===== config.mk =====
export PLATFORM = sky130hd
export DESIGN_NAME = alu_issue_queue
export DESIGN_NICKNAME = d
export VERILOG_FILES = /design/src/rtl/alu_issue_queue.sv
export SDC_FILE = /design/constraint.sdc
export NUM_CORES = 1
export LEC_CHECK = 0
export CAP_MARGIN = 25
export CORE_ASPECT_RATIO = 0.75
export CORE_UTILIZATION = 51
export DETAILED_ROUTE_END_ITERATION = 8
export PLACE_DENSITY = 0.76
export SETUP_SLACK_MARGIN = 0.5
export SYNTH_ARGS = -nofsm -noshare
export SYNTH_HDL_FRONTEND = slang
export SYNTH_SLANG_ARGS = --single-unit

===== constraint.sdc =====
create_clock -name clk -period 5.7 [get_ports clk]
set_input_delay 1.14 -clock clk [delete_from_list [all_inputs] [get_ports clk]]
set_output_delay 1.14 -clock clk [all_outputs]
set_load 0.005 [all_outputs]

===== src/rtl/alu_issue_queue.sv =====
// ALU reservation station: holds renamed ops until both operands are ready,
// captures operands from the CDB, and issues the oldest ready op each cycle.
module alu_issue_queue #(
  parameter int unsigned DEPTH = 4,
  parameter int unsigned TAG_W = 6,
  parameter int unsigned XLEN  = 32
) (
  input  logic                         clk,
  input  logic                         reset,
  input  logic                         flush,
  input  logic                         disp_valid,
  output logic                         disp_ready,
  input  logic [3:0]                   disp_ctrl,
  input  logic                         disp_alusrc,
  input  logic [XLEN-1:0]              disp_imm,
  input  logic                         disp_src1_rdy,
  input  logic                         disp_src2_rdy,
  input  logic [TAG_W-1:0]             disp_src1_tag,
  input  logic [TAG_W-1:0]             disp_src2_tag,
  input  logic [XLEN-1:0]              disp_src1_val,
  input  logic [XLEN-1:0]              disp_src2_val,
  input  logic [TAG_W-1:0]             disp_dst_tag,
  input  logic                         cdb_valid,
  input  logic [TAG_W-1:0]             cdb_tag,
  input  logic [XLEN-1:0]              cdb_data,
  output logic                         iss_valid,
  output logic [XLEN-1:0]              iss_rs1,
  output logic [XLEN-1:0]              iss_rs2,
  output logic [XLEN-1:0]              iss_imm,
  output logic                         iss_alusrc,
  output logic [3:0]                   iss_ctrl,
  output logic [TAG_W-1:0]             iss_dst_tag,
  output logic [$clog2(DEPTH+1)-1:0]   count
);

  localparam int unsigned CNT_W = $clog2(DEPTH + 1);
  localparam int unsigned IDX_W = $clog2(DEPTH);

  typedef struct packed {
    logic [3:0]       ctrl;
    logic             alusrc;
    logic [XLEN-1:0]  imm;
    logic [TAG_W-1:0] dst;
  } op_t;

  op_t              op   [DEPTH];
  logic [TAG_W-1:0] tag1 [DEPTH];
  logic [TAG_W-1:0] tag2 [DEPTH];
  logic [XLEN-1:0]  val1 [DEPTH];
  logic [XLEN-1:0]  val2 [DEPTH];
  logic [DEPTH-1:0] vld, rdy1, rdy2;
  // older_than[i][j] = 1 when entry j was accepted before entry i
  logic [DEPTH-1:0] older_than [DEPTH];

  logic [DEPTH-1:0] rdy_vec;
  logic             free_found, sel_found, accept;
  logic [IDX_W-1:0] free_idx, sel_idx;
  logic             byp1, byp2, new_rdy1, new_rdy2;
  logic [XLEN-1:0]  new_val1, new_val2;

  assign disp_ready = (count < CNT_W'(DEPTH));
  assign accept     = disp_valid && disp_ready && free_found;

  // Free-slot search and oldest-ready select from registered state
  always_comb begin
    free_found = 1'b0;
    free_idx   = '0;
    sel_found  = 1'b0;
    sel_idx    = '0;
    rdy_vec    = vld & rdy1 & rdy2;
    for (int unsigned i = 0; i < DEPTH; i++) begin
      if (!vld[i] && !free_found) begin
        free_found = 1'b1;
        free_idx   = IDX_W'(i);
      end
      if (rdy_vec[i] && ((rdy_vec & older_than[i]) == '0) && !sel_found) begin
        sel_found = 1'b1;
        sel_idx   = IDX_W'(i);
      end
    end
  end

  // Dispatch operands, including same-cycle CDB bypass
  always_comb begin
    byp1     = cdb_valid && !disp_src1_rdy && (disp_src1_tag == cdb_tag);
    byp2     = cdb_valid && !disp_src2_rdy && !disp_alusrc && (disp_src2_tag == cdb_tag);
    new_rdy1 = disp_src1_rdy || byp1;
    new_rdy2 = disp_src2_rdy || disp_alusrc || byp2;
    new_val1 = byp1 ? cdb_data : disp_src1_val;
    new_val2 = byp2 ? cdb_data : disp_src2_val;
  end

  always_ff @(posedge clk) begin
    if (reset || flush) begin
      vld         <= '0;
      rdy1        <= '0;
      rdy2        <= '0;
      count       <= '0;
      iss_valid   <= 1'b0;
      iss_rs1     <= '0;
      iss_rs2     <= '0;
      iss_imm     <= '0;
      iss_alusrc  <= 1'b0;
      iss_ctrl    <= '0;
      iss_dst_tag <= '0;
      for (int unsigned i = 0; i < DEPTH; i++) older_than[i] <= '0;
    end else begin
      for (int unsigned i = 0; i < DEPTH; i++) begin
        if (vld[i] && cdb_valid && !rdy1[i] && tag1[i] == cdb_tag) begin
          rdy1[i] <= 1'b1;
          val1[i] <= cdb_data;
        end
        if (vld[i] && cdb_valid && !rdy2[i] && tag2[i] == cdb_tag) begin
          rdy2[i] <= 1'b1;
          val2[i] <= cdb_data;
        end
      end

      iss_valid <= sel_found;
      if (sel_found) begin
        iss_rs1          <= val1[sel_idx];
        iss_rs2          <= val2[sel_idx];
        iss_imm          <= op[sel_idx].imm;
        iss_alusrc       <= op[sel_idx].alusrc;
        iss_ctrl         <= op[sel_idx].ctrl;
        iss_dst_tag      <= op[sel_idx].dst;
        vld[sel_idx]     <= 1'b0;
      end

      if (accept) begin
        op[free_idx]   <= '{ctrl: disp_ctrl, alusrc: disp_alusrc, imm: disp_imm, dst: disp_dst_tag};
        vld[free_idx]  <= 1'b1;
        rdy1[free_idx] <= new_rdy1;
        rdy2[free_idx] <= new_rdy2;
        tag1[free_idx] <= disp_src1_tag;
        tag2[free_idx] <= disp_src2_tag;
        val1[free_idx] <= new_val1;
        val2[free_idx] <= new_val2;
        older_than[free_idx] <= vld;
        // A reused slot must not look older than anything still queued
        for (int unsigned i = 0; i < DEPTH; i++) older_than[i][free_idx] <= 1'b0;
      end

      count <= count + CNT_W'(accept) - CNT_W'(sel_found);

      assert (count <= CNT_W'(DEPTH));
      assert (!sel_found || (rdy1[sel_idx] && rdy2[sel_idx]));
      for (int unsigned i = 0; i < DEPTH; i++)
        for (int unsigned j = 0; j < DEPTH; j++)
          if (i != j && vld[i] && vld[j])
            assert (older_than[i][j] != older_than[j][i]);
    end
  end

endmodule

### Word-level counts from Yosys, hierarchy flattened

Memories as Yosys holds them, arrays and structs flattened. A register that Yosys moved wholly into a read port is not among the register bits.
Index checks and enable logic that the tools add are counted.

* add/subtract/negate cells: 2
* magnitude comparators: 5
* equal/unequal tests: 14
* muxes and demuxes: 89
* bitwise logic cells: 73
* reductions and logical operators: 66

Operators by type and width (number)
* 1-bit two-way mux: 73
* 32-bit two-way mux: 2
* 6-bit equality test: 10
* 1-bit logical AND: 39
* 1-bit bitwise AND: 32
* 4-bit bitwise AND: 7
* 4-bit two-way mux: 6
* 1-bit zero test: 19
* 4-bit zero test: 4
* 1-bit NOT: 16
* 1-bit OR: 16
* 4-bit bitwise mux: 2
* 2-bit equality test, second input constant: 4
* 2-bit two-way mux: 4
* 2-bit by 3-bit less-than comparator with 1-bit output, second input constant: 2
* 1-bit demux with 2-bit select: 2
* 2-bit by 1-bit greater-or-equal comparator with 1-bit output, second input constant: 2
* 1-bit logical OR: 4
* 4-bit NOT: 1
* 4-bit OR: 1
* 3-bit by 1-bit adder with 3-bit output: 1
* 3-bit less-than comparator, second input constant: 1
* 3-bit by 1-bit subtractor with 3-bit output: 1

* flip-flop bits (word level): 16
* memory bits (writable): 492
* output and inout bits: 112
* word-level logic and storage cells: 260
* memories: 6

Memories
* op: depth 4, bits a word 43, rd ports 1, clocked after memory_dff 1, wr ports 1, line 46 `op_t op [DEPTH];`
* val1: depth 4, bits a word 32, rd ports 1, clocked after memory_dff 1, wr ports 5, line 49 `logic [XLEN-1:0] val1 [DEPTH];`
* val2: depth 4, bits a word 32, rd ports 1, clocked after memory_dff 1, wr ports 5, line 50 `logic [XLEN-1:0] val2 [DEPTH];`
* tag1: depth 4, bits a word 6, rd ports 4, clocked after memory_dff 0, wr ports 1, line 47 `logic [TAG_W-1:0] tag1 [DEPTH];`
* tag2: depth 4, bits a word 6, rd ports 4, clocked after memory_dff 0, wr ports 1, line 48 `logic [TAG_W-1:0] tag2 [DEPTH];`
* older_than: depth 4, bits a word 4, rd ports 4, clocked after memory_dff 0, wr ports 5, line 53 `logic [DEPTH-1:0] older_than [DEPTH];`

### Depth between registers and ports, before layout

* depth in word-level cells: 25
* gate-level depth with buffers: 14
* mapped depth without buffers: 10

### Worst setup path after synthesis

No wires, ideal clock.

* path type: input to register
* start point: input port disp_valid
* end point: memory val2[1][10] (data pin)
* arrival time: 5.123 ns
* slack: 0.317 ns
* stages on the path: 7
* buffers on the path: 2
* cells stage by stage: nand2b_1 -> buf_2 -> or3b_1 -> nor2_1 -> nand2_1 -> buf_2 -> mux2_2

RTL lines
* from (decl): line 11 `input logic disp_valid,`
* to (decl): line 50

==> impl_metrics.yaml <==
cts:
  holdBufCountCts: 0
  cts_tree: "built"
  clkLatencyLatePin_ns: 0.64
  ctsResizeCount: 0
  numClockSinks: 615
  htreeDepth: 2
  cts_buffers: 58
  post_cts_buffers: 0
  path_clk_slew_ns: 0.06
  cts_buffer_depth: 3
  clock_tree.root_cell: "clkbuf_16"
pwr:
  p_leak_uw: 0.01028
  ir_worst_vdd_mv: 0.2415
  power.density_mw_per_mm2: 295.2
placement:
  io_buffers: 275
  gp_congestion: 0.8399
  place_inst: 2674
  place_hpwl_mm: 40.63
critical_path:
  reg2reg_to: "count[2]"
  path_class: "input pin to flop"
  timing.rr.start: "vld[0]"
  critPathArrivalTime_ns: 4.06
  cp-start-kind: "input pin"
  r2r_cells: 10
  crit_required_ns: 6.07
  crit_path_end_kind: "flop"
  reg2reg_slack_ns: 2.15
  path_max_fanout: 32
global_route:
  grt_overflow_total: 0
  antenna_found_initial: 9
  grt_pass1_wl_mm: 104.9
  grt_pass1_vias: 17567
  grt_max_degree: 105
  grt_usage_pct: 27.09
routing:
  vias: 17244
  routed_wl_mm: 69.83
  drt_first_pass_iters: 5
  wire_per_inst_um: 25.02
  drc_errors: 0
  viasPerCell: 6.178
  postRouteAntennaNets: 0
  drt_first_iter_violations: 1562
synth:
  synth_enable_flop_cells: 492
  async_flop_share_pct: 0
  ys_types: 51
  syn_area_mm2: 0.02585
  synth-seq-area-share_pct: 66.68
  ys_warn_count: 0
  synth_top_area_share_pct: 57.15
  yosys-top-cells-count: "edfxtp_1 (492), mux2_2 (190), o21ai_0 (135)"
  yosysTopAreaCell: "edfxtp_1"
  ys.flop_type: "edfxtp_1"
  ys_seq_elements: 615
  syn_inst: 1853
  synth_area_leaders: "edfxtp_1 (57%), dfxtp_1 (9.5%), mux2_2 (8.3%)"
  synth_most_common_cell: "edfxtp_1"
  avgSynthCellArea_um2: 13.95
min_path:
  holdCritStartpoint: "op[0][30]"
  worstHoldPathCells: 2
  hold_path_end: "iss_imm[24]"
  holdCritPathClass: "flop to flop"
layout:
  syn_to_final_growth_pct: 20.58
  final_net_count: 2246
  drive_gt1_share_pct: 17.61
  final_cells: 2791
  final_core_util_pct: 62.21
sta:
  rsz0062_at_grt: "no"
  slew_viol_final: 0
  tightestPinTransition_ns: 1.020
  finClkSkew_ns: 0.04095
  fin_crit_ns: 3.690
  hold_viol: 0
  max_freq_mhz: 271.0
  fin_crit_sh_pct: 64.73
  max_slew_margin_pct: 31.74
  finalSetupViolations: 0
  setup_tns_ns: 0
flow_run:
  max_cap_violations: 0
floorplanning:
  core-area_mm2: 0.05010
  start_util_pct: 51.59
  std_cell_rows: 71
  die_h_um: 197.0
  die_area_mm2: 0.05160
  ios: 276
  fp.dieW_um: 262.0
outcome:
  status: "complete, no violations"
## metrics by stage
step	worst slack [ns]	hold WS, ns	power, uW	cell area [um2]
after floorplan	0.5448	0.4994	5180	25860
after global placement	1.409	0.5084	5406	29090
after detailed placement	1.400	0.5196	5422	29190
after CTS	2.050	0.5283	9251	31110
after global routing	1.889	0.5490	9470	31160
final	2.010	0.5261	9202	31170
## power by group
| group | internal, uW | total [uW] | leakage, uW | switching, uW |
|---|---|---|---|---|
| Combinational | 206 | 425 | 0.00388 | 219 |
| Clock | 2190 | 3870 | 0.000932 | 1680 |
| Sequential | 4890 | 4910 | 0.00547 | 14.8 |
## layer usage
layer	routed length [um]	up-vias	track usage [%]
met2	33110	805	43.76
li1	-	7646	-
met3	6228	96	5.093
met1	29050	8691	37.31
met4	1390	6	8.028
met5	48	-	0
## kinds of logic after synthesis
logic type      Yosys count  synth area share [%]
xor+xnor                 62                 2.101
simple gates            305                 5.639
flops                   615                 66.68
buf+inv                 154                 2.899
fa+ha+maj                 3                0.1742
compound gates          457                 11.34
other cells               1               0.01451
mux                     256                 11.15
## worst max-delay path: stages
cell and delay, ns:
clkdlybuf4s50_1 0.87, xnor2_1 0.19, nand3_1 0.15, nor4_4 0.57
nand2b_2 0.23, buf_4 0.48, mux2_2 0.40
## placed cells by master, fill, tap and decap left out, types with 6 or more instances in the layout
cell / synthesis / layout
edfxtp_1: 492 / 492
clkdlybuf4s50_1: 0 / 275
mux2_2: 190 / 190
o21ai_0: 135 / 135
nand2_1: 128 / 123
dfxtp_1: 123 / 123
a21oi_1: 116 / 112
a31oi_1: 75 / 75
a32oi_1: 71 / 71
mux2_1: 66 / 66
clkbuf_16: 0 / 58
nor2_1: 56 / 49
xor2_1: 47 / 47
nand3_1: 42 / 41
o221a_2: 32 / 32
buf_4: 10 / 24
nand4_1: 19 / 19
clkbuf_1: 73 / 16
xnor2_1: 15 / 15
nor3_1: 14 / 14
o21ai_1: 11 / 11
nor2_4: 2 / 10
inv_1: 10 / 10
clkinv_2: 0 / 9
clkbuf_8: 0 / 9
clkinv_1: 0 / 7
buf_12: 0 / 7
nor4_1: 6 / 6
and2_1: 6 / 6
## area by class of cell
cell class	instances	area, um2
fill	3694	18930
clock inverter	27	281.5
tap	657	822.0
clock buffer	83	1635
multi-input combinational	1087	8044
sequential	615	17240
timing repair buffer	307	3100
antenna	5	12.51
inverter	10	37.54
## state kept, by name (all words and copies together) (netlist names), 3 cells and up
name and cells:
older_than 16, rdy1 4, tag2 24, count 3, iss_dst_tag 6, vld 4
iss_rs2 32, iss_imm 32, rdy2 4, tag1 24, op 172, iss_ctrl 4
val2 128, val1 128, iss_rs1 32
## worst max path at each step
| stage | startpoint | end | depth (start not counted) |
|---|---|---|---|
| 4_1_cts | cdb_tag[3] | val1[1][14] | 6 |
| 5_1_grt | vld[0] | count[2] | 10 |
| 3_3_place_gp | cdb_tag[1] | val2[1][8] | 6 |
| 6_report | cdb_tag[5] | val1[2][0] | 7 |
| 2_1_floorplan | flush | val1[0][11] | 7 |
| 3_5_place_dp | cdb_tag[1] | val2[1][8] | 6 |
(Power assumes the default switching activity.)
